[config.mk]
export PLATFORM = sky130hd
export DESIGN_NAME = multi_alarm_scheduler
export DESIGN_NICKNAME = d
export VERILOG_FILES = /design/src/rtl/multi_alarm_scheduler.sv
export SDC_FILE = /design/constraint.sdc
export NUM_CORES = 1
export LEC_CHECK = 0
export CORE_ASPECT_RATIO = 1.4
export CORE_MARGIN = 4
export CORE_UTILIZATION = 29
export CTS_CLUSTER_SIZE = 28
export DETAILED_ROUTE_END_ITERATION = 10
export SYNTH_ARGS = -nofsm -noshare
export SYNTH_HDL_FRONTEND = slang
export SYNTH_SLANG_ARGS = --single-unit
[constraint.sdc]
create_clock -name clk -period 3.3 [get_ports clk]
set_input_delay 0.99 -clock clk [delete_from_list [all_inputs] [get_ports clk]]
set_output_delay 0.99 -clock clk [all_outputs]
set_load 0.02 [all_outputs]
[src/rtl/multi_alarm_scheduler.sv]
// Alarm-clock sequencer: per-slot hh:mm match, ring / snooze / auto-dismiss, pending queue.
// Optional ALARM_WEEKDAY_EN adds per-slot day-of-week masks (cur_dow, wr_dow ports).
module multi_alarm_scheduler #(
  parameter int NUM_ALARMS = 4,
  parameter int SNOOZE_SEC = 300,
  parameter int RING_SEC   = 60,
  parameter int MAX_SNOOZE = 3,
  localparam int IW = $clog2(NUM_ALARMS)
) (
  input  logic                  clk,
  input  logic                  reset,
  input  logic                  tick_sec,
  input  logic [4:0]            cur_hr,
  input  logic [5:0]            cur_min,
  input  logic [5:0]            cur_sec,
`ifdef ALARM_WEEKDAY_EN
  input  logic [2:0]            cur_dow,
  input  logic [6:0]            wr_dow,
`endif
  input  logic                  wr_en,
  input  logic [IW-1:0]         wr_idx,
  input  logic [4:0]            wr_hr,
  input  logic [5:0]            wr_min,
  input  logic                  wr_on,
  input  logic                  dismiss_btn,
  input  logic                  snooze_btn,
  output logic                  alarm_buzzer,
  output logic [IW-1:0]         ring_idx,
  output logic [NUM_ALARMS-1:0] slot_on,
  output logic [2:0]            snooze_cnt,
  output logic [NUM_ALARMS-1:0] pending
);

  // state  | meaning
  // IDLE   | nothing sounding; serves lowest pending slot next edge
  // RING   | buzzer on; ring counter runs down to auto-dismiss
  // SNOOZE | buzzer off; snooze counter runs down, then rings again
  typedef enum logic [1:0] {S_IDLE, S_RING, S_SNOOZE} state_t;

  localparam logic [11:0]           RING_LOAD   = 12'(RING_SEC);
  localparam logic [11:0]           SNOOZE_LOAD = 12'(SNOOZE_SEC);
  localparam logic [2:0]            MAX_SN      = 3'(MAX_SNOOZE);
  localparam logic [NUM_ALARMS-1:0] ONE         = NUM_ALARMS'(1);

  state_t                state, state_n;
  logic [11:0]           cnt, cnt_n;
  logic [IW-1:0]         ring_idx_n, lowest_idx;
  logic [2:0]            snooze_cnt_n;
  logic [NUM_ALARMS-1:0] pending_n, match, active_mask, served_clr, wr_clr;
  logic                  wr_ok;

  logic [4:0] slot_hr  [NUM_ALARMS];
  logic [5:0] slot_min [NUM_ALARMS];
`ifdef ALARM_WEEKDAY_EN
  logic [6:0] slot_dow [NUM_ALARMS];
`endif

  assign alarm_buzzer = (state == S_RING);
  assign wr_ok = wr_en && (wr_hr <= 5'd23) && (wr_min <= 6'd59) &&
                 ({1'b0, wr_idx} < (IW+1)'(NUM_ALARMS));

  // Matching reads the registered slot contents, so a same-cycle write cannot affect it.
  always_comb begin
    match = '0;
    for (int i = 0; i < NUM_ALARMS; i++) begin
      if (tick_sec && (cur_sec == 6'd0) && slot_on[i] &&
          (cur_hr == slot_hr[i]) && (cur_min == slot_min[i])
`ifdef ALARM_WEEKDAY_EN
          && (((slot_dow[i] >> cur_dow) & 7'd1) != 7'd0)
`endif
         )
        match[i] = 1'b1;
    end
  end

  always_comb begin
    lowest_idx = '0;
    for (int i = NUM_ALARMS-1; i >= 0; i--) begin
      if (pending[i]) lowest_idx = IW'(i);
    end
  end

  always_comb begin
    state_n      = state;
    cnt_n        = cnt;
    ring_idx_n   = ring_idx;
    snooze_cnt_n = snooze_cnt;
    served_clr   = '0;
    case (state)
      S_IDLE: begin
        if (pending != '0) begin
          state_n      = S_RING;
          ring_idx_n   = lowest_idx;
          served_clr   = ONE << lowest_idx;
          cnt_n        = RING_LOAD;
          snooze_cnt_n = 3'd0;
        end
      end
      S_RING: begin
        if (dismiss_btn) begin
          state_n = S_IDLE;
          cnt_n   = '0;
        end else if (snooze_btn) begin
          if (snooze_cnt < MAX_SN) begin
            state_n      = S_SNOOZE;
            snooze_cnt_n = snooze_cnt + 3'd1;
            cnt_n        = SNOOZE_LOAD;
          end else begin
            state_n = S_IDLE;
            cnt_n   = '0;
          end
        end else if (tick_sec) begin
          if (cnt <= 12'd1) begin
            state_n = S_IDLE;
            cnt_n   = '0;
          end else begin
            cnt_n = cnt - 12'd1;
          end
        end
      end
      S_SNOOZE: begin
        if (dismiss_btn) begin
          state_n = S_IDLE;
          cnt_n   = '0;
        end else if (tick_sec) begin
          if (cnt <= 12'd1) begin
            state_n = S_RING;
            cnt_n   = RING_LOAD;
          end else begin
            cnt_n = cnt - 12'd1;
          end
        end
      end
      default: begin
        state_n = S_IDLE;
        cnt_n   = '0;
      end
    endcase
  end

  always_comb begin
    active_mask = (state != S_IDLE) ? (ONE << ring_idx) : '0;
    wr_clr      = (wr_ok && !wr_on) ? (ONE << wr_idx) : '0;
    pending_n   = (pending | (match & ~active_mask)) & ~served_clr & ~wr_clr;
  end

  always_ff @(posedge clk) begin
    if (!reset) begin
      state      <= S_IDLE;
      cnt        <= '0;
      ring_idx   <= '0;
      snooze_cnt <= '0;
      pending    <= '0;
      slot_on    <= '0;
      for (int i = 0; i < NUM_ALARMS; i++) begin
        slot_hr[i]  <= '0;
        slot_min[i] <= '0;
`ifdef ALARM_WEEKDAY_EN
        slot_dow[i] <= 7'h7F;
`endif
      end
    end else begin
      state      <= state_n;
      cnt        <= cnt_n;
      ring_idx   <= ring_idx_n;
      snooze_cnt <= snooze_cnt_n;
      pending    <= pending_n;
      if (wr_ok) begin
        slot_hr[wr_idx]  <= wr_hr;
        slot_min[wr_idx] <= wr_min;
        slot_on[wr_idx]  <= wr_on;
`ifdef ALARM_WEEKDAY_EN
        slot_dow[wr_idx] <= wr_dow;
`endif
      end
    end
  end

endmodule

Word-level counts from Yosys, hierarchy flattened
Memory sizes are Yosys's and may differ from the RTL's.
Index checks and enable logic that the tools add are counted.
Widths: inputs -> output; s select.

storage, ports and cells
  register bits = 27
  memory bits (writable) = 44
  input bits = 37
  output and inout port bits = 14
  logic and storage cells = 123
  memories = 2

memories
  name      words  bits a word  rd ports  clocked after Yosys merged registers in  wr ports  line  source
  slot_min  4      6            4         0                                        4         53    logic [5:0] slot_min [NUM_ALARMS];
  slot_hr   4      5            4         0                                        4         52    logic [4:0] slot_hr [NUM_ALARMS];

cells by class
  add/subtract/negate cells = 2
  $lt $le $gt $ge = 6
  eq/ne operators = 18
  shift-type cells = 3
  mux-type cells = 50
  bitwise operators = 7
  reduce and logical (&&, ||, !) cells = 29

operators with widths
  kind                   count
  $mux 12                8
  $pmux 12 s3            1
  $mux 2                 15
  $eq 6x6->1             4
  $eq 5x5->1             4
  $logic_and 1x1->1      17
  $mux 4                 4
  $and 4x4->4            3
  $le 12x1->1 const B    1
  $mux 3                 4
  $not 4->4              3
  $shl 1x2->4 const A    3
  $sub 12x1->12 const B  1
  $mux 1                 11
  $reduce_and 5->1       2
  $mux 9                 1
  $le 6x6->1 const B     1
  $logic_not 6->1        1
  $mux 6                 1
  $ne 2x2->1 const B     3
  $ne 3x3->1 const B     2
  $pmux 2 s3             1
  $pmux 3 s2             1
  $reduce_or 6->1        1
  21 further kinds       22

Longest topological paths before layout
  depth in word-level cells = 10
  gate-level depth with buffers = 7
  mapped depth without buffers = 7

Worst setup path before layout
OpenSTA, ideal clock, no wires.

  path kind = input -> register
  start point = input port cur_sec[2]
  end point = register pending[1]
  library setup time = 70 ps
  arrival time = 2466 ps
  required time = 3230 ps
  path slack = 764 ps
  stages on the path = 5
  path buffers = 0
  cells stage by stage = or4b_1 > nor4_1 > o21ai_0 > or4_1 > a21oi_1

between the ends
  cells in the longest elaborated chain, start to end = 10

RTL lines
  what                            line  source
  start, declared                 15    input logic [5:0] cur_sec,
  $logic_not 6->1                 66    if (tick_sec && (cur_sec == 6'd0) && slot_on[i] &&
  $logic_and 1x1->1 (3 in a row)  66
  $logic_and 1x1->1               67    (cur_hr == slot_hr[i]) && (cur_min == slot_min[i])
  $mux 1                          66
  $and 4x4->4                     144   pending_n = (pending | (match & ~active_mask)) & ~served_clr & ~wr_clr;
  $or 4x4->4                      144
  $and 4x4->4 (2 in a row)        144
  end signal, assigned            167   pending <= pending_n;
  end, declared                   31    output logic [NUM_ALARMS-1:0] pending

No other way between the ends.
A chain may end at the register's enable or synchronous reset.

Worst setup path in the final report
  start point = input port snooze_btn
  end point = register cnt[3]

between the ends
  cells in the longest elaborated chain, start to end = 3
  elaborated cells on any way between the ends = 5
  classes of those cells = 1 x eq/ne; 3 x mux; 1 x reduce/logical

RTL lines
  what                  line  source
  start, declared       26    input logic snooze_btn,
  $mux 12               103   end else if (snooze_btn) begin
  $mux 12               100   if (dismiss_btn) begin
  $pmux 12 s3           89    case (state)
  end signal, assigned  164   cnt <= cnt_n;
  end, declared         46    logic [11:0] cnt, cnt_n;

Several ways; a longest one is shown, not always the timed one.

==> impl_metrics.csv <==
group,metric,value,unit
outcome,status,"finished clean",
floorplan,dieHeight,141.4,um
synth,yosys_register_bits,71,
setup_path,worstPathRequired,3.51,ns
timing,finalClockSkew,0.003585,ns
setup_path,r2r-start,"cnt[2]$_SDFFE_PN0P_",
setup_path,setup.worst_path.class,"in -> reg",
run,maxCapViolCount,0,
clock_tree,cts_inserted_buffers,9,
place,placed_area,4449,sq um
pwr,power_density,471.9,nW/um^2
clock_tree,htreeDepth,3,
clock_tree,cts_tree,"done",
place,gp_congestion,0.8059,
worst_hold_path,worstHoldStart,"slot_on[1]$_SDFFE_PN0P_",
timing,rsz0062_at_grt,"false",
setup_path,cp.arrival,2.95,ns
setup_path,crit_path_start,"snooze_btn",
synth,synth.avg_cell_area,10.39,sq um
synth,synth_cells,355,
place,dp_slack,0.2314,ns
clock_tree,clkSlewWorstSetupHoldPaths,0.06,ns
finish,fin_util,38.56,%
setup_path,start_kind,"input pin",
timing,layout_setup_ws,0.5623,ns
setup_path,cpLargestDelayFamily,"compound AO/OA/AOI/OAI gates",
floorplan,boundaryPins,51,
global_route,grt_pass1_vias,2986,
setup_path,slowest_delay,0.54,ns
drt,drt-initial-drc-count,101,
setup_path,cp_num_buf_inv,1,
pwr,peakVddDrop,0.2133,mV
finish,n_fill_cell,1264,
floorplan,die_area,14610,sq um
timing,finalHoldViolCount,0,
drt,postRouteAntennaNets,0,
finish,fin_nets,458,
clock_tree,cts.path.max_buffers,2,
synth,synth_warnings,0,
drt,first_pass_iters,4,
place,port_buffers,50,
synth,ys_types,50,
setup_path,critPathCaptureType,"flop",
setup_path,crit_path_max_fanout,8,
synth,syn_nets,395,
floorplan,die_width,103.3,um
floorplan,row_count,48,
global_route,grtUsageTotal,14.18,%
timing,finalCritPeriodShare,82.96,%
clock_tree,cts_hold_buf,0,
clock_tree,cts-resized-gates,0,
global_route,antenna_found_initial,0,
clock_tree,clock_latency,0.33,ns
drt,drc,0,
timing,min_period,2.738,ns
clock_tree,post_cts_buffers,0,
synth,synth_area,3689,sq um
timing,fin_setup_tns,0,ns
timing,slew_headroom,58.98,%
worst_hold_path,min-delay-path-class,"reg -> reg",
timing,finalMaxSlewViolations,0,
finish,drive_above_1_share,9.693,%
pwr,power,0.002251,W
timing,timing.fmax,0.3653,GHz
drt,routed_wl,10.00,mm
synth,synth_async_sr_flop_share,0,%
timing,setup_viol,0,
global_route,grt_max_degree,42,
setup_path,critPathMostFrequentCell,"o21ai_1",
global_route,grt_overflow,0,
finish,diodes,0,
setup_path,crit_slowest_cell,"clkdlybuf4s50_1",
floorplan,core,12370,sq um
place,post-dp-hpwl,7.427,mm
clock_tree,root_buffer,"clkbuf_16",
pwr,leakage,1.800,nW
synth,synth_edf_count,44,
timing,worstMarginPinSlew,0.6096,ns
floorplan,start_util,29.81,%
synth,synth-main-ff-cell,"edfxtp_1",
finish,fin_area,4771,sq um
clock_tree,cts.sinks,71,
global_route,grt_pass1_wl,15.45,mm
synth,yosysSeqAreaShare,50.47,%
drt,via_per_inst,5.131,
finish,syn_to_final_growth,29.34,%
setup_path,crit_chain,"clkdlybuf4s50_1 > nor3b_1 > o21ai_1 > nor2b_1 > o21ai_1 > a311o_1",
drt,wl_per_cell,17.46,um
drt,routed-via-count,2940,
==> sequential cells by signal (all words and copies together) (netlist names) <==
name and cells:
cnt 12, pending 4, ring_idx 2, slot_hr 20
slot_min 24, slot_on 4, snooze_cnt 3, state 2
==> cell usage after synthesis (all sizes together) (4+ instances only) <==
cell type  number  area (sq um)
nor4           12         75.07
nand2          27         101.4
and3           24         150.1
a21oi          12         60.06
and2           23         143.9
inv             6         22.52
nand3           6         30.03
or4             9         78.82
nor2b           4         25.02
xor2           36         315.3
edfxtp         44          1321
dfxtp          27         540.5
a21boi          4         41.29
xnor2          16         140.1
o21ai          19         95.09
nand4           5         31.28
clkbuf         13         48.80
nor2           21         78.83
==> cell type report <==
cell class                      instances  area, sq um  share of cell area, %
Multi-Input combinational cell        263         1737                  36.40
Tap cell                              150        187.7                  3.934
Timing Repair Buffer                   67        640.6                  13.43
Clock inverter                          7        96.34                  2.019
Clock buffer                            9        225.2                  4.721
Inverter                                6        22.52                 0.4721
Sequential cell                        71         1862                  39.02
==> worst register-to-register path, stage by stage (launching register included) <==
cell     delay [ns]
dfxtp_1        0.39
or4_4          0.58
nor4_1         0.46
a21oi_1        0.25
o21ai_1        0.47
nor2_1         0.11
==> worst paths after layout <==
path         cells after the start                 endpoint  slack, ns
max                              6      cnt[3]$_SDFFE_PN0P_       0.56
min                              2  slot_on[1]$_SDFFE_PN0P_       0.50
max reg2reg                      5      cnt[0]$_SDFFE_PN0P_       0.91
min reg2reg                      2  slot_on[1]$_SDFFE_PN0P_       0.50
==> logic make-up (layout without fill, tap and decap cells) <==
family                   Yosys count  after routing  share of synthesized area [%]
AO/OA/AOI/OAI                     54             54                          9.633
multiplexers                       1              1                         0.2714
XOR/XNOR                          52             52                          12.35
buffers and inverters             21             89                          2.442
flip-flops                        71             71                          50.48
AND/OR/NAND/NOR                  153            153                          23.81
adder cells (fa/ha/maj)            3              3                          1.018
==> report_power, final <==
part	leakage (nW)	switching [W]	internal [W]
clock network	0.150	0.000375	0.000663
logic	1.00	0.000105	0.0000991
registers	0.646	0.0000212	0.000988
total	1.80	0.000502	0.00175
==> per-layer routing <==
layer,part of all wire (%),global-route usage (%)
met1,39,15.84
met2,53,25.74
met3,5.7,3.197
met4,2.0,5.048
met5,0,0
==> cell usage in the layout, fill, tap and decap left out, types with 4 or more instances in the layout <==
cell type | netlist | layout
clkdlybuf4s50_1 | 0 | 50
edfxtp_1 | 44 | 44
xor2_1 | 36 | 36
nand2_1 | 27 | 27
dfxtp_1 | 27 | 27
and3_1 | 24 | 24
and2_1 | 23 | 23
nor2_1 | 21 | 21
xnor2_1 | 16 | 16
buf_4 | 1 | 16
o21ai_0 | 15 | 15
nor4_1 | 12 | 12
a21oi_1 | 12 | 12
clkbuf_16 | 0 | 9
inv_1 | 6 | 6
nand3_1 | 6 | 6
or4_1 | 6 | 6
nand4_1 | 5 | 5
nor2b_1 | 4 | 4
o21ai_1 | 4 | 4
==> metrics by stage <==
step                std cells  hold WS [ns]
finish                    573        0.4952
global route              573        0.5436
CTS                       573        0.4947
detailed placement        557        0.4855
global placement          557        0.4895
floorplan                 355        0.4579
Power figures use the tool's default switching activity.
